==> config.mk <==
export PLATFORM = sky130hd
export DESIGN_NAME = adder_bist_ctrl
export DESIGN_NICKNAME = d
export VERILOG_FILES = /design/src/rtl/adder_bist_pkg.sv /design/src/rtl/bist_lfsr.sv /design/src/rtl/adder_bist_ctrl.sv
export SDC_FILE = /design/constraint.sdc
export NUM_CORES = 1
export LEC_CHECK = 0
export BUFFER_PORTS_ARGS = -buffer_cell sky130_fd_sc_hd__buf_4
export CORE_MARGIN = 2
export CORE_UTILIZATION = 30
export CTS_CLUSTER_DIAMETER = 200
export DETAILED_ROUTE_END_ITERATION = 7
export PLACE_DENSITY_LB_ADDON = 0.12
export SETUP_SLACK_MARGIN = 0.15
export SYNTH_ARGS = -nofsm -noshare
export SYNTH_HDL_FRONTEND = slang
export SYNTH_SLANG_ARGS = --single-unit
==> constraint.sdc <==
create_clock -name clk -period 3.1 [get_ports clk]
set_input_delay 0.62 -clock clk [delete_from_list [all_inputs] [get_ports clk]]
set_output_delay 0.62 -clock clk [all_outputs]
set_load 0.02 [all_outputs]
==> src/rtl/adder_bist_pkg.sv <==
// Shared types and constants for the adder BIST controller: FSM states,
// error counter width and maximal-length LFSR feedback polynomials.
package adder_bist_pkg;

    typedef enum logic [1:0] {
        IDLE  = 2'd0,
        DRIVE = 2'd1,
        CHECK = 2'd2,
        DONE  = 2'd3
    } state_t;

    localparam int unsigned ERR_W = 8;
    localparam logic [ERR_W-1:0] ERR_MAX = '1;

    localparam int unsigned LFSR_MAX_W = 33;

    function automatic logic [LFSR_MAX_W-1:0] bit_at(int unsigned n);
        return LFSR_MAX_W'(1) << n;
    endfunction

    // Primitive polynomial coefficients below x^w (bit e = coefficient of x^e), odd w 3..33.
    function automatic logic [LFSR_MAX_W-1:0] lfsr_poly(int unsigned w);
        logic [LFSR_MAX_W-1:0] p;
        p = bit_at(0);
        case (w)
            3:       p = p | bit_at(2);
            5:       p = p | bit_at(3);
            7:       p = p | bit_at(6);
            9:       p = p | bit_at(5);
            11:      p = p | bit_at(9);
            13:      p = p | bit_at(4) | bit_at(3) | bit_at(1);
            15:      p = p | bit_at(14);
            17:      p = p | bit_at(14);
            19:      p = p | bit_at(6) | bit_at(2) | bit_at(1);
            21:      p = p | bit_at(19);
            23:      p = p | bit_at(18);
            25:      p = p | bit_at(22);
            27:      p = p | bit_at(5) | bit_at(2) | bit_at(1);
            29:      p = p | bit_at(27);
            31:      p = p | bit_at(28);
            33:      p = p | bit_at(20);
            default: p = '0;
        endcase
        return p;
    endfunction

    // Feedback mask for a shift-left Fibonacci register: bit i carries the x^(w-1-i) term.
    function automatic logic [LFSR_MAX_W-1:0] lfsr_fib_mask(int unsigned w);
        logic [LFSR_MAX_W-1:0] poly;
        logic [LFSR_MAX_W-1:0] m;
        poly = lfsr_poly(w);
        m    = '0;
        for (int unsigned i = 0; i < w; i++) begin
            if (((poly >> (w - 1 - i)) & LFSR_MAX_W'(1)) != '0) begin
                m = m | bit_at(i);
            end
        end
        return m;
    endfunction

endpackage

==> src/rtl/bist_lfsr.sv <==
// Fibonacci LFSR pattern source with synchronous reload and single-step advance.
module bist_lfsr #(
    parameter int unsigned W    = 9,
    parameter logic [W-1:0] TAPS = '0,
    parameter logic [W-1:0] SEED = '1
) (
    input  logic         clk,
    input  logic         rst_n,
    input  logic         load,
    input  logic         step,
    output logic [W-1:0] lfsr
);

    logic fb_c;

    assign fb_c = ^(lfsr & TAPS);

    always_ff @(posedge clk or negedge rst_n) begin
        if (!rst_n) begin
            lfsr <= SEED;
        end else if (load) begin
            lfsr <= SEED;
        end else if (step) begin
            lfsr <= {lfsr[W-2:0], fb_c};
        end
    end

endmodule

==> src/rtl/adder_bist_ctrl.sv <==
// BIST controller for a WIDTH-bit adder: drives LFSR vectors, checks {cout,sum}.
// Optional first-failing-vector capture with ADDER_BIST_FIRST_FAIL_EN.
module adder_bist_ctrl
    import adder_bist_pkg::*;
#(
    parameter int unsigned      WIDTH       = 4,
    parameter int unsigned      NUM_VECTORS = 16,
    parameter logic [2*WIDTH:0] SEED        = '1
) (
    input  logic             clk,
    input  logic             rst_n,
    input  logic             start,
    output logic [WIDTH-1:0] a,
    output logic [WIDTH-1:0] b,
    output logic             cin,
    input  logic [WIDTH-1:0] sum,
    input  logic             cout,
    output logic             busy,
    output logic             done,
    output logic             pass,
    output logic [ERR_W-1:0] err_count,
    output logic [WIDTH-1:0] fail_a,
    output logic [WIDTH-1:0] fail_b,
    output logic             fail_cin
);

    localparam int unsigned LFSR_W = 2 * WIDTH + 1;
    localparam int unsigned CNT_W  = 10;
    localparam logic [LFSR_W-1:0] LFSR_TAPS = LFSR_W'(lfsr_fib_mask(LFSR_W));
    localparam logic [CNT_W-1:0]  LAST_VEC  = CNT_W'(NUM_VECTORS - 1);

    state_t              state;
    state_t              state_nxt;
    logic                load_c;
    logic                step_c;
    logic                drive_c;
    logic                check_c;
    logic                last_c;
    logic                mismatch_c;
    logic [WIDTH:0]      golden_c;
    logic [LFSR_W-1:0]   lfsr_q;
    logic [CNT_W-1:0]    vec_cnt;

    bist_lfsr #(
        .W    (LFSR_W),
        .TAPS (LFSR_TAPS),
        .SEED (SEED)
    ) u_lfsr (
        .clk   (clk),
        .rst_n (rst_n),
        .load  (load_c),
        .step  (step_c),
        .lfsr  (lfsr_q)
    );

    assign last_c     = (vec_cnt == LAST_VEC);
    assign golden_c   = (WIDTH+1)'(a) + (WIDTH+1)'(b) + (WIDTH+1)'(cin);
    assign mismatch_c = ({cout, sum} != golden_c);

    always_ff @(posedge clk or negedge rst_n) begin
        if (!rst_n) begin
            state <= IDLE;
        end else begin
            state <= state_nxt;
        end
    end

    // start only matters while parked; a run cannot be restarted mid-flight
    always_comb begin
        state_nxt = state;
        case (state)
            IDLE, DONE: if (start) state_nxt = DRIVE;
            DRIVE:      state_nxt = CHECK;
            CHECK:      state_nxt = last_c ? DONE : DRIVE;
            default:    state_nxt = IDLE;
        endcase
    end

    always_comb begin
        load_c  = 1'b0;
        step_c  = 1'b0;
        drive_c = 1'b0;
        check_c = 1'b0;
        case (state)
            IDLE, DONE: load_c = start;
            DRIVE:      drive_c = 1'b1;
            CHECK: begin
                check_c = 1'b1;
                step_c  = 1'b1;
            end
            default: ;
        endcase
    end

    // busy covers the start edge through the last check so busy/done hand over cleanly
    always_ff @(posedge clk or negedge rst_n) begin
        if (!rst_n) begin
            a         <= '0;
            b         <= '0;
            cin       <= 1'b0;
            vec_cnt   <= '0;
            err_count <= '0;
            busy      <= 1'b0;
            done      <= 1'b0;
            pass      <= 1'b0;
        end else begin
            if (drive_c) begin
                {a, b, cin} <= lfsr_q;
            end
            if (load_c) begin
                vec_cnt   <= '0;
                err_count <= '0;
            end else if (check_c) begin
                vec_cnt <= vec_cnt + CNT_W'(1);
                if (mismatch_c && (err_count != ERR_MAX)) begin
                    err_count <= err_count + ERR_W'(1);
                end
            end
            busy <= load_c || (state == DRIVE) || (state == CHECK);
            done <= (state == DONE) && !load_c;
            pass <= (state == DONE) && !load_c && (err_count == '0);
        end
    end

`ifdef ADDER_BIST_FIRST_FAIL_EN
    // err_count is cleared on start, so zero here marks the first mismatch of the run
    always_ff @(posedge clk or negedge rst_n) begin
        if (!rst_n) begin
            fail_a   <= '0;
            fail_b   <= '0;
            fail_cin <= 1'b0;
        end else if (load_c) begin
            fail_a   <= '0;
            fail_b   <= '0;
            fail_cin <= 1'b0;
        end else if (check_c && mismatch_c && (err_count == '0)) begin
            fail_a   <= a;
            fail_b   <= b;
            fail_cin <= cin;
        end
    end
`else
    assign fail_a   = '0;
    assign fail_b   = '0;
    assign fail_cin = 1'b0;
`endif

endmodule
# [Word level (Yosys, flattened, before mapping)]
# Index checks and enable logic that the tools add are counted.
# Widths: inputs -> output; s select.
[classes] mux=13 n_reduce_logical=13 n_eq_ne=7 n_addsub=4
[ops] operator="$mux 8" n=3
[ops] operator="$mux 10" n=2
[ops] operator="$mux 9" n=2
[ops] operator="$add 10x1->10 const B" n=1
[ops] operator="$eq 10x4->1 const B" n=1
[ops] operator="$reduce_xor 9->1" n=1
[ops] operator="$add 8x1->8 const B" n=1
[ops] operator="$logic_not 8->1" n=1
[ops] operator="$ne 8x8->1 const B" n=1
[ops] operator="$pmux 2 s3" n=1
[ops] operator="$add 4x4->5" n=1
[ops] operator="$add 5x1->5" n=1
[ops] operator="$ne 5x5->1" n=1
[ops] operator="$eq 2x2->1 const B" n=2
[ops] operator="$mux 2" n=2
[ops] operator="$reduce_bool 2->1" n=2
[ops] operator="$logic_and 1x1->1" n=3
[ops] operator="$mux 1" n=3
[ops] operator="$eq 2x1->1 const B" n=1
[ops] operator="$logic_not 2->1" n=1
[ops] operator="$logic_or 1x1->1" n=2
[ops] operator="$ne 2x2->1 const B" n=1
[ops] operator="$reduce_and 2->1" n=1
[ops] operator="$reduce_or 2->1" n=1
[ops] operator="$logic_not 1->1" n=1
[totals] input_bits=8 word_cells=47 ff_bits=41 out_inout_bits=29

# [Depth between registers and ports, before layout]
[logic_depth] depth_word=7 mapped_depth=8 depth_no_buf=7

# [By module]
# A second synthesis with hierarchy kept.
[hier_totals] hier_cells=203 hier_area_um2=2210.9
[by_module_without_submodules] module="adder_bist_ctrl" area_each_um2=1829.3 instances=1 cells_each=173 seq_area_each_um2=800.8
[by_module_without_submodules] module="bist_lfsr" area_each_um2=381.6 instances=1 cells_each=30 seq_area_each_um2=236.5

# [Worst setup path before layout]
# Ideal clock, no wire load.
[synth_path] path_kind="reg-to-reg" startpoint="register a[0]" endpoint="register err_count[3]" stages_incl_launch_ff=7 setup_ns=0.126 slack_ns=0.647 path_buffers=0 arrival_ns=2.327 synth_period_minus_slack_ns=2.453 required_time_ns=2.974 cell_sequence="dfrtp_1 > fa_1 > fa_1 > xor2_1 > a2111oi_4 > a21oi_1 > mux2i_1"
[synth_via] elab_chain_len=6
[synth_rtl] item="start: declaration" line_no="adder_bist_ctrl.sv:13" rtl="output logic [WIDTH-1:0] a,"
[synth_rtl] item="start signal: assignment" line_no="adder_bist_ctrl.sv:108" rtl="{a, b, cin} <= lfsr_q;"
[synth_rtl] item="$add 4x4->5" line_no="adder_bist_ctrl.sv:57" rtl="assign golden_c = (WIDTH+1)'(a) + (WIDTH+1)'(b) + (WIDTH+1)'(cin);"
[synth_rtl] item="$add 5x1->5" line_no="adder_bist_ctrl.sv:57"
[synth_rtl] item="$ne 5x5->1" line_no="adder_bist_ctrl.sv:58" rtl="assign mismatch_c = ({cout, sum} != golden_c);"
[synth_rtl] item="$logic_and 1x1->1" line_no="adder_bist_ctrl.sv:115" rtl="if (mismatch_c && (err_count != ERR_MAX)) begin"
[synth_rtl] item="$reduce_bool 2->1 (no source line)"
[synth_rtl] item="$reduce_and 2->1 (no source line)"
[synth_rtl] item="end signal: assignment" line_no="adder_bist_ctrl.sv:116" rtl="err_count <= err_count + ERR_W'(1);"
[synth_rtl] item="end: declaration" line_no="adder_bist_ctrl.sv:21" rtl="output logic [ERR_W-1:0] err_count,"
# Every way passes these cells.
# A chain may end at the register's enable or synchronous reset.

# [Final worst setup path]
[layout_path] startpoint="register a[0]" endpoint="register err_count[4]"
# Same word-level chain as after synthesis.

==> out/results.tsv <==
stage	metric	value	unit
logic_synthesis	largest cells by area after synthesis	dfrtp_1 (36%), dfstp_2 (11%), mux2i_1 (7.7%)	
grt	number of global-route vias before repair	1435	
pwr	PD cells	782	mW/mm^2
timing	Max-slew headroom	62.6	%
finish	fraction of layout cells with a size suffix above 1	25.2	%
run	max_cap viols	0	
clocking	# Post-CTS Setup Buffers	0	
finish	Area growth syn-to-layout	17.3	%
timing	hold_ws	306	ps
pwr	Int Power	1230	uW
routing	vias	1461	
pwr	Logic pwr share	43.0	%
logic_synthesis	sequential area share after synthesis	46.9	%
grt	initial antenna violation count	0	
routing	DRT iter0 DRCs	45	
pwr	Net Sw Power	794	uW
routing	Routed Antenna Nets	0	
floorplan	row cnt	31	
pwr	sequential share of power	38.2	%
routing	WL final	4.33	mm
worst_setup_path	crit path DAT	2740	ps
timing	Least-Margin Pin Slew	561	ps
worst_setup_path	WP data required	3270	ps
clocking	hold buffer count at CTS	0	
floorplan	Initial Utilization	30.8	%
clocking	Worst-Skew Late Latency	280	ps
finish	diode count	0	
logic_synthesis	Netlist cell types	36	
grt	GRT overflow	0	
worst_setup_path	Crit. End Element	flop	
finish	Non-Filler Instances	333	
worst_setup_path	Startpoint Class	flop	
routing	DRC Markers	0	
clocking	CTS root buf	clkbuf_8	
floorplan	die area	0.00807	sq mm
place	dpl hpwl	3.07	mm
worst_setup_path	Crit Path Class	flop to flop	
routing	total iterations of the first detailed-routing run	4	
grt	largest net degree at the start of global routing	42	
timing	Pins Over Slew Limit	0	
pwr	Sw Ratio	39.2	%
pwr	P_leak	0.00109	uW
timing	FMAX	389	MHz
place	placed cell areas	0.00249	sq mm
pwr	VDD IR max	0.221	mV
routing	routed length per instance	13.0	um
logic_synthesis	area leader, netlist	dfrtp_1	
routing	Vias/cell	4.39	
floorplan	Core Box Area	0.00718	sq mm
finish	Nets	253	
timing	Final period util	82.9	%
logic_synthesis	Synth Warn #	0	
floorplan	die height	89.8	um
place	placed insts	325	
clocking	total number of H-tree levels	2	
grt	Tot GR Track Use	11.2	%
timing	RSZ-0062 raised after global routing	no	
finish	post-route design area	0.00259	sq mm
clocking	Post-CTS Resized	0	
timing	Finish-stage setup viols	0	
logic_synthesis	Syn Area/Cell	10.8	sq um
clocking	# clock sinks	41	
clocking	clock buffer depth	2	
clocking	CTS tree	yes	
pwr	Power, Total	2030	uW
logic_synthesis	Yosys top cell area share	36.2	%
clocking	clock slew at reported path FFs	80	ps
worst_setup_path	Crit Path Max Fanout	8	
logic_synthesis	Mapped Cells	204	
timing	clk_skew	5.58	ps
timing	setup TNS	0	ps
logic_synthesis	register bit total from synthesis	41	
hold_path	Hold Crit Class	primary input to async pin	
clocking	CTS buffer count	5	
worst_setup_path	worst r2r path cells	6	
timing	Hold Fails Final Rpt	0	
floorplan	Top Ports	37	
place	IO Port Bufs	27	
timing	post-route minimum period	2570	ps
place	Placer Congestion	0.729	
pwr	clock share of power	18.9	%
grt	first-pass GRT wire length	7.41	mm
logic_synthesis	mapped cell area	0.00221	sq mm
floorplan	Die Span X	89.8	um
run_status	outcome	finished clean	
[sequential cells by signal (all words and copies together), names as in the netlist]
name and cells:
vec_cnt 10, u_lfsr.lfsr 9, err_count 8, a 4
b 4, state 2, busy 1, cin 1
done 1, pass 1
[cells by family (layout without fill, tap and decap cells)]
kind of cell / Yosys count / after routing / synth area share [%]
buffers and inverters: 22 / 44 / 5.32
other: 1 / 9 / 0.170
AO/OA/AOI/OAI: 20 / 20 / 7.02
flip-flops: 41 / 41 / 46.9
AND/OR/NAND/NOR: 67 / 67 / 14.5
multiplexers: 26 / 26 / 12.3
XOR/XNOR: 15 / 15 / 6.28
adder cells (fa/ha/maj): 12 / 12 / 7.47
[path summary, 6_finish.rpt]
path                         startpoint              to  slack (ps)
max                                a[0]    err_count[4]         530
min in group clk           err_count[4]            pass         540
min reg2reg                err_count[4]            pass         540
max in group asynchronous         rst_n  u_lfsr.lfsr[3]        2400
max reg2reg                        a[0]    err_count[4]         530
min                               rst_n    err_count[4]         310
[worst max-delay path: stages, from the launching register on]
cell and delay, ps:
dfrtp_1 420, fa_1 480, fa_1 460, xor2_1 200
a2111oi_4 580, a21oi_1 180, mux2i_1 150
[layout by cell type (no fill, tap or decap), drive strengths merged, types with 6 or more instances in the layout]
cell / count
inv: 7
ha: 10
mux2i: 17
clkbuf: 7
conb: 9
dfrtp: 32
nand4: 6
xor2: 10
mux2: 9
nor2: 14
a21oi: 9
buf: 29
nand2: 25
nand2b: 6
dfstp: 9
[per-stage QoR]
stage | setup slack (ps) | utilization, %
after floorplan | 647 | -
after global placement | 528 | 34.7
after detailed placement | 542 | 34.7
after CTS | 518 | 36.1
after global routing | 427 | 36.1
final | 529 | 36.1
[area by class of cell]
type                    count  area, sq um
flip-flops and latches     41         1040
inverters                   7         26.3
clock buffers               7         96.3
repair buffers             29          218
well taps                  99          124
fillers                   744         4580
multi-input cells         149         1090
clock inverters             1         5.00
[metal layers]
metal,up-vias,GRT usage [%],share of wire [%],wire [um]
li1,734,-,-,-
met5,-,0,0,0
met3,0,3.10,3.3,142
met2,19,17.4,46,1980
met4,0,2.05,0,0
met1,708,15.8,51,2200
[power by group through the flow]
| stage | Clock, uW | Combinational (uW) | Sequential (uW) |
|---|---|---|---|
| global route | 424 | 974 | 791 |
| CTS | 398 | 892 | 775 |
| detailed placement | 0 | 889 | 786 |
| floorplan | 0 | 571 | 832 |
| finish | 382 | 872 | 774 |
| global placement | 0 | 894 | 785 |
[synth_stat cells]
cell type,count
dfstp_2,9
buf_4,9
nand2b_1,6
or3_1,2
nor4b_1,1
nand2_1,25
xnor2_1,5
inv_1,7
a41oi_2,1
mux2_2,9
and4_1,1
nand3_1,5
buf_2,1
nor4_1,2
or2_1,1
a21boi_2,1
dfrtp_1,32
xor2_2,1
clkbuf_1,5
or4_1,1
o31a_1,1
mux2i_1,17
o21ai_1,1
o21ai_0,3
fa_1,2
a21o_1,2
ha_1,10
a2111oi_4,1
a21oi_1,9
xor2_1,9
and2_1,2
nand4_1,6
nor2_1,14
and3_1,1
conb_1,1
a2111o_1,1
Note: power is estimated with default switching activity, not from simulation.
